**config.mk**
```make
export PLATFORM = sky130hd
export DESIGN_NAME = frame_read_sequencer
export DESIGN_NICKNAME = d
export VERILOG_FILES = /design/src/rtl/frame_read_sequencer.sv
export SDC_FILE = /design/constraint.sdc
export NUM_CORES = 1
export LEC_CHECK = 0
export BUFFER_PORTS_ARGS = -buffer_cell sky130_fd_sc_hd__buf_4
export CORE_MARGIN = 4
export CORE_UTILIZATION = 35
export DETAILED_ROUTE_END_ITERATION = 12
export PLACE_DENSITY_LB_ADDON = 0.3
export REMOVE_ABC_BUFFERS = 1
export SETUP_SLACK_MARGIN = 0.15
export SYNTH_ARGS = -nofsm -noshare
export SYNTH_HDL_FRONTEND = slang
export SYNTH_SLANG_ARGS = --single-unit
```
**constraint.sdc**
```tcl
create_clock -name i_clk -period 4 [get_ports i_clk]
set_clock_uncertainty 0.2 [all_clocks]
set_input_delay 0.8 -clock i_clk [delete_from_list [all_inputs] [get_ports i_clk]]
set_output_delay 0.8 -clock i_clk [all_outputs]
set_load 0.02 [all_outputs]
```
**src/rtl/frame_read_sequencer.sv**
```systemverilog
// Frame read sequencer: walks a WIDTH x HEIGHT image in pixel pairs,
// framing the reads with a start-up V_sync phase and a per-row H_sync
// blanking phase, with downstream back-pressure and abort support.
//
// state  | meaning
// IDLE   | waiting for start; row/col/pair_count keep last frame values
// VSYNC  | start-up delay, V_sync high for START_UP_DELAY cycles
// HSYNC  | per-row blanking for H_SYNC_DELAY cycles
// DATA   | active line; one pixel pair read per cycle when out_ready
// DONE   | one-cycle completion pulse, then back to IDLE
module frame_read_sequencer #(
    parameter int WIDTH          = 768,
    parameter int HEIGHT         = 512,
    parameter int START_UP_DELAY = 100,
    parameter int H_SYNC_DELAY   = 150
) (
    input  logic        i_clk,
    input  logic        i_rst_n,
    input  logic        i_start,
    input  logic        i_abort,
    input  logic        i_out_ready,
    output logic        o_v_sync,
    output logic        o_h_sync,
    output logic        o_rd_en,
    output logic [18:0] o_rd_addr,
    output logic [9:0]  o_row,
    output logic [10:0] o_col,
    output logic [17:0] o_pair_count,
    output logic        o_busy,
    output logic        o_rd_done
);

    // Counters sized to hold their terminal value without wrapping.
    localparam int VCNT_W = $clog2(START_UP_DELAY + 1);
    localparam int HCNT_W = $clog2(H_SYNC_DELAY + 1);

    typedef enum logic [2:0] {
        S_IDLE  = 3'd0,
        S_VSYNC = 3'd1,
        S_HSYNC = 3'd2,
        S_DATA  = 3'd3,
        S_DONE  = 3'd4
    } state_t;

    state_t              r_state;
    logic [VCNT_W-1:0]   r_vcnt;
    logic [HCNT_W-1:0]   r_hcnt;
    logic [9:0]          r_row;
    logic [10:0]         r_col;
    logic [17:0]         r_pair_count;
    logic                r_v_sync;
    logic                r_h_sync;
    logic                r_busy;
    logic                r_rd_done;
    logic                w_rd_en;
    logic [18:0]         w_rd_addr;

    // Read strobe and address follow the current position directly.
    always_comb begin
        w_rd_en   = (r_state == S_DATA) && i_out_ready;
        w_rd_addr = 19'(r_row) * 19'(WIDTH) + 19'(r_col);
    end

    // Sequencer state, position counters and registered status outputs.
    always_ff @(posedge i_clk or negedge i_rst_n) begin
        if (!i_rst_n) begin
            r_state      <= S_IDLE;
            r_vcnt       <= '0;
            r_hcnt       <= '0;
            r_row        <= '0;
            r_col        <= '0;
            r_pair_count <= '0;
            r_v_sync     <= 1'b0;
            r_h_sync     <= 1'b0;
            r_busy       <= 1'b0;
            r_rd_done    <= 1'b0;
        end else begin
            case (r_state)
                S_IDLE: begin
                    if (i_start && !i_abort) begin
                        r_state      <= S_VSYNC;
                        r_vcnt       <= '0;
                        r_hcnt       <= '0;
                        r_row        <= '0;
                        r_col        <= '0;
                        r_pair_count <= '0;
                        r_v_sync     <= 1'b1;
                        r_busy       <= 1'b1;
                    end
                end
                S_VSYNC, S_HSYNC, S_DATA: begin
                    if (i_abort) begin
                        // Cancelled frames leave no trace of partial progress.
                        r_state      <= S_IDLE;
                        r_row        <= '0;
                        r_col        <= '0;
                        r_pair_count <= '0;
                        r_v_sync     <= 1'b0;
                        r_h_sync     <= 1'b0;
                        r_busy       <= 1'b0;
                    end else if (r_state == S_VSYNC) begin
                        r_vcnt <= r_vcnt + 1'b1;
                        if (r_vcnt == VCNT_W'(START_UP_DELAY - 1)) begin
                            r_state  <= S_HSYNC;
                            r_hcnt   <= '0;
                            r_v_sync <= 1'b0;
                        end
                    end else if (r_state == S_HSYNC) begin
                        r_hcnt <= r_hcnt + 1'b1;
                        if (r_hcnt == HCNT_W'(H_SYNC_DELAY - 1)) begin
                            r_state  <= S_DATA;
                            r_h_sync <= 1'b1;
                        end
                    end else if (i_out_ready) begin
                        r_pair_count <= r_pair_count + 18'd1;
                        if (r_col == 11'(WIDTH - 2)) begin
                            r_col    <= '0;
                            r_h_sync <= 1'b0;
                            if (r_row == 10'(HEIGHT - 1)) begin
                                r_state   <= S_DONE;
                                r_rd_done <= 1'b1;
                            end else begin
                                r_row   <= r_row + 10'd1;
                                r_hcnt  <= '0;
                                r_state <= S_HSYNC;
                            end
                        end else begin
                            r_col <= r_col + 11'd2;
                        end
                    end
                end
                S_DONE: begin
                    // Abort and start are both ignored here.
                    r_state   <= S_IDLE;
                    r_rd_done <= 1'b0;
                    r_busy    <= 1'b0;
                end
                default: begin
                    r_state   <= S_IDLE;
                    r_v_sync  <= 1'b0;
                    r_h_sync  <= 1'b0;
                    r_busy    <= 1'b0;
                    r_rd_done <= 1'b0;
                end
            endcase
        end
    end

    assign o_v_sync     = r_v_sync;
    assign o_h_sync     = r_h_sync;
    assign o_rd_en      = w_rd_en;
    assign o_rd_addr    = w_rd_addr;
    assign o_row        = r_row;
    assign o_col        = r_col;
    assign o_pair_count = r_pair_count;
    assign o_busy       = r_busy;
    assign o_rd_done    = r_rd_done;

endmodule

```
# Yosys cells after proc, flatten, opt, wreduce, memory -nomap -nowiden
# Cells that the tools add are included.
# classes
bitwise,3
n_mul,1
add_sub_neg,6
mux,65
reduce_logical,16
n_eq_ne,35
# ops
operator,count
$mux W18,5
$mux W10,7
$mux W11,6
$mux W8,8
$pmux W18 S2,1
$ne A4 B4 Y1 const B,7
$mux W3,9
$ne A3 B3 Y1 const B,8
$pmux W11 S2,1
$mux W7,3
$reduce_and A7 Y1,3
$pmux W10 S2,1
$add A19 B11 Y19,1
$add A18 B1 Y18 const B,1
$ne A2 B2 Y1 const B,9
$mux W1,17
$pmux W8 S2,1
$ne A5 B5 Y1 const B,3
$reduce_and A5 Y1,3
$pmux W7 S2,1
$add A11 B2 Y11 const B,1
$eq A11 B10 Y1 const B,1
$mul A10 B2 Y11 const B,1
$add A10 B1 Y10 const B,1
other kinds (20),27
# totals
ff_bits,61
input_bits,5
out_inout_bits,63
elab_cells,136

# Longest topological paths before layout
# logic_depth
depth_word,8
mapped_depth,9
mapped_depth_nobuf,9

# Worst setup path before layout
# Ideal clock, no wire load.
# synth_path
path_kind,flip-flop to output port
from,register r_row[1] (netlist: o_row[1])
to,output port o_rd_addr[18]
slack_ps,369
t_arrival_ps,2631
n_path_buf,0
stages_incl_launch_ff,10
required_time_ps,3000
cell_sequence,dfrtp_1 ha_1 fa_1 ha_1 a21oi_1 nor2_1 nand3_1 nor3_1 nand3_1 xnor2_1
# synth_via
elab_chain_len,2
# synth_rtl
item,line_no,source
start: declaration,48,logic [9:0] r_row;
start signal: assignment,123,r_row <= r_row + 10'd1;
$mul A10 B2 Y11,61,w_rd_addr = 19'(r_row) * 19'(WIDTH) + 19'(r_col);
$add A19 B11 Y19,61,
end: declaration,25,"output logic [18:0] o_rd_addr,"
# Every way passes these cells.

# Final worst setup path
# layout_path
from,register r_row[1] (netlist: o_row[1])
to,output port o_rd_addr[17]
# Same word-level chain as after synthesis.

==> flow_metrics.env <==
export IMPL_grt_usage_pct=15.1
export IMPL_yosysTopAreaCellShare_pct=40.5
export IMPL_crit_arrival_ns=2.68
export IMPL_clock_fmax_mhz=272
export IMPL_path_max_fanout=4
export IMPL_synth_cells=421
export IMPL_cp_num_buf_inv=2
export IMPL_ant_nets=0
export IMPL_port_buffers=65
export IMPL_rsz0062_at_grt="false"
export IMPL_ctsHtreeMaxLevel=3
export IMPL_fillers=1000
export IMPL_fin_crit_sh_pct=91.9
export IMPL_hold_depth=1
export IMPL_path_clk_slew_ns=0.07
export IMPL_avgSynthCellArea_um2=8.81
export IMPL_die_width_um=111
export IMPL_p_switching_mw=0.908
export IMPL_final_area_um2=4620
export IMPL_final_seq_area_um2=1500
export IMPL_worstRegToRegCells=6
export IMPL_setup_viol=0
export IMPL_worstSetupEndpointType="primary output"
export IMPL_crit_path_start_kind="register"
export IMPL_synthTopCellsByArea="dfrtp_1 40%, xor2_1 6.6%, ha_1 6.1%"
export IMPL_critical_path_class="register to primary output"
export IMPL_grt_pass1_vias=3264
export IMPL_synthArstFlopShare_pct=100
export IMPL_cts_tree="yes"
export IMPL_crit_chain="buf_6, fa_2, ha_4, a21oi_2, nor2_1, nand2_1, nor3_2, nand3b_1, xnor2_1, buf_4"
export IMPL_status="finished clean"
export IMPL_ctsLongestPathBuffers=2
export IMPL_yosysMostFrequentCell="dfrtp_1"
export IMPL_hold_class="register to register"
export IMPL_leakage_nw=2.24
export IMPL_slew_headroom_pct=38.4
export IMPL_p_seq_share_pct=35.3
export IMPL_drive_above_1_share_pct=22.0
export IMPL_worstPathRequired_ns=3.00
export IMPL_area_growth_pct=24.6
export IMPL_synthFlopType="dfrtp_1"
export IMPL_grt_overflow=0
export IMPL_worst_pin_slew_ns=0.910
export IMPL_start_util_pct=35.9
export IMPL_ys_types=52
export IMPL_drt_wirelength_per_cell_um=14.4
export IMPL_synth_edf_count=0
export IMPL_pwr_share_clk_pct=27.5
export IMPL_grt_pass1_wl_mm=15.5
export IMPL_synth_seq_cells=60
export IMPL_multi_input_area_um2=2110
export IMPL_power_density_nw_per_um2=508
export IMPL_crit_path_max_incr_delay_ns=0.49
export IMPL_ys_warnings_count=0
export IMPL_rows=37
export IMPL_hold_viol=0
export IMPL_cts_root_buf="clkbuf_8"
export IMPL_clk_latency_ns=0.34
export IMPL_num_antenna_cells=0
export IMPL_dr_first_iter_drc_count=145
export IMPL_power_share_combinational_pct=37.2
export IMPL_p_sw_share_pct=38.6
export IMPL_ios=68
export IMPL_ir_drop_v=0.000414
export IMPL_synth_seq_area_share_pct=40.5
export IMPL_dpl_cell_area_um2=4280
export IMPL_synth_top_area_cell="dfrtp_1"
export IMPL_slew_violations=0
export IMPL_drt_pre_antenna_iters=4
export IMPL_drc=0
export IMPL_slowest_stage="fa_2"
export IMPL_syn_area_um2=3710
export IMPL_setup_tns_ns=0
export IMPL_drt_vias_per_instance=5.21
export IMPL_grt_antenna_before_repair=0
export IMPL_path_delay_family="adder cells"
export IMPL_cp_depth=10
export IMPL_grt_max_degree=61
export IMPL_cts_buffers=9
export IMPL_place_hpwl_mm=6.43
export IMPL_dieArea_um2=12300
export IMPL_die_h_um=111
export IMPL_yosys_top_cells_count="60 x dfrtp_1, 47 x nor2_1, 44 x o21ai_0"
export IMPL_r2r_slack_ns=1.12
export IMPL_layout_nets=512
export IMPL_coreArea_um2=10300
export IMPL_internal_power_mw=1.44
export IMPL_cap_violations=0
export IMPL_layout_min_cycle_time_ns=3.68
export IMPL_drt_wl_total_mm=9.04
export IMPL_vias=3270
export IMPL_globalplace_congestion=0.800
export IMPL_cts_sinks=60
==> layout make-up <==
cell class,instances,share of cell area [%]
inverters,10,0.812
well taps,136,3.68
multi-input cells,331,45.6
repair buffers,75,12.3
clock inverters,4,1.52
clock buffers,12,3.57
flip-flops and latches,60,32.5
==> path summary, 6_finish.rpt <==
path / startpoint / endpoint
worst max-delay path: o_row[1]$_DFFE_PN0P_ / o_rd_addr[17]
worst min-delay path: o_v_sync$_DFFE_PN0P_ / o_v_sync$_DFFE_PN0P_
worst max register to register: r_state[1]$_DFFE_PN0P_ / o_pair_count[17]$_DFFE_PN0P_
worst min register to register: o_v_sync$_DFFE_PN0P_ / o_v_sync$_DFFE_PN0P_
max in group asynchronous: i_rst_n / o_row[1]$_DFFE_PN0P_
min in group asynchronous: i_rst_n / r_vcnt[2]$_DFFE_PN0P_
==> sequential cells by signal, summed over array words and instances (netlist names) <==
signal	count
o_pair_count	18
o_col	10
o_row	10
r_hcnt	8
r_vcnt	7
r_state	3
o_busy	1
o_h_sync	1
o_rd_done	1
o_v_sync	1
==> metal layers <==
layer / routed length [µm] / GRT usage, % / part of all wire [%] / vias to the layer above
li1: - / - / - / 1623
met1: 4240 / 19.9 / 47 / 1566
met2: 4090 / 23.0 / 45 / 69
met3: 590 / 5.02 / 6.5 / 12
met4: 116 / 5.42 / 1.3 / 0
met5: 0 / 0 / 0 / -
==> per-stage QoR <==
step | std cells | setup WS (ns) | util [%] | hold WS [ns] | power (mW)
detailed placement | 605 | 0.333 | 41.4 | 0.274 | 1.64
global placement | 605 | 0.433 | 41.4 | 0.268 | 1.62
finish | 628 | 0.324 | 44.8 | 0.282 | 2.35
floorplan | 401 | 0.369 | - | 0.245 | 1.33
CTS | 628 | 0.163 | 44.7 | 0.289 | 2.36
global route | 628 | 0.159 | 44.8 | 0.306 | 2.52
==> kinds of logic after synthesis <==
| logic type | after synthesis | share of synthesized area (%) |
|---|---|---|
| muxes | 1 | 0.270 |
| other | 1 | 0.101 |
| buffers and inverters | 31 | 4.11 |
| and+or+nand+nor | 175 | 23.2 |
| AOI/OAI and AO/OA | 94 | 15.5 |
| adders and majority gates | 20 | 7.15 |
| DFF | 60 | 40.5 |
| xor gates and xnor gates | 39 | 9.21 |
==> power by group through the flow <==
stage | combinational [mW] | sequential [mW] | clock [mW]
after floorplan | 0.448 | 0.878 | 0
after global placement | 0.783 | 0.832 | 0
after detailed placement | 0.800 | 0.841 | 0
after CTS | 0.876 | 0.826 | 0.664
after global routing | 0.985 | 0.844 | 0.688
final | 0.874 | 0.828 | 0.646
==> layout by cell type (no fill, tap or decap), types with 3 or more instances in the layout <==
cell type	count
a21o_1	5
a21oi_1	11
a31oi_1	6
and3_1	18
buf_4	74
clkbuf_8	12
dfrtp_1	58
ha_1	16
inv_1	10
nand2_1	43
nand3_1	28
nand4_1	14
nor2_1	46
nor3_1	3
o21ai_0	43
o21ai_1	4
o31ai_1	6
o41ai_1	3
xnor2_1	11
xor2_1	28
==> timing repair <==
action                                  4_1_cts  5_1_grt
endpoints found under the setup margin        4        3
buffers inserted                              7        0
hold buffers                                  0        0
pin swaps                                     8        6
resized for setup                             9        4
==> worst register-to-register path: cells and delay by family, from the launching register on <==
kind,cells,cell delay (ns)
flops,1,0.63
compound gates,2,0.57
simple gates,4,1.40
No activity file was read; power rests on OpenSTA's default activity.
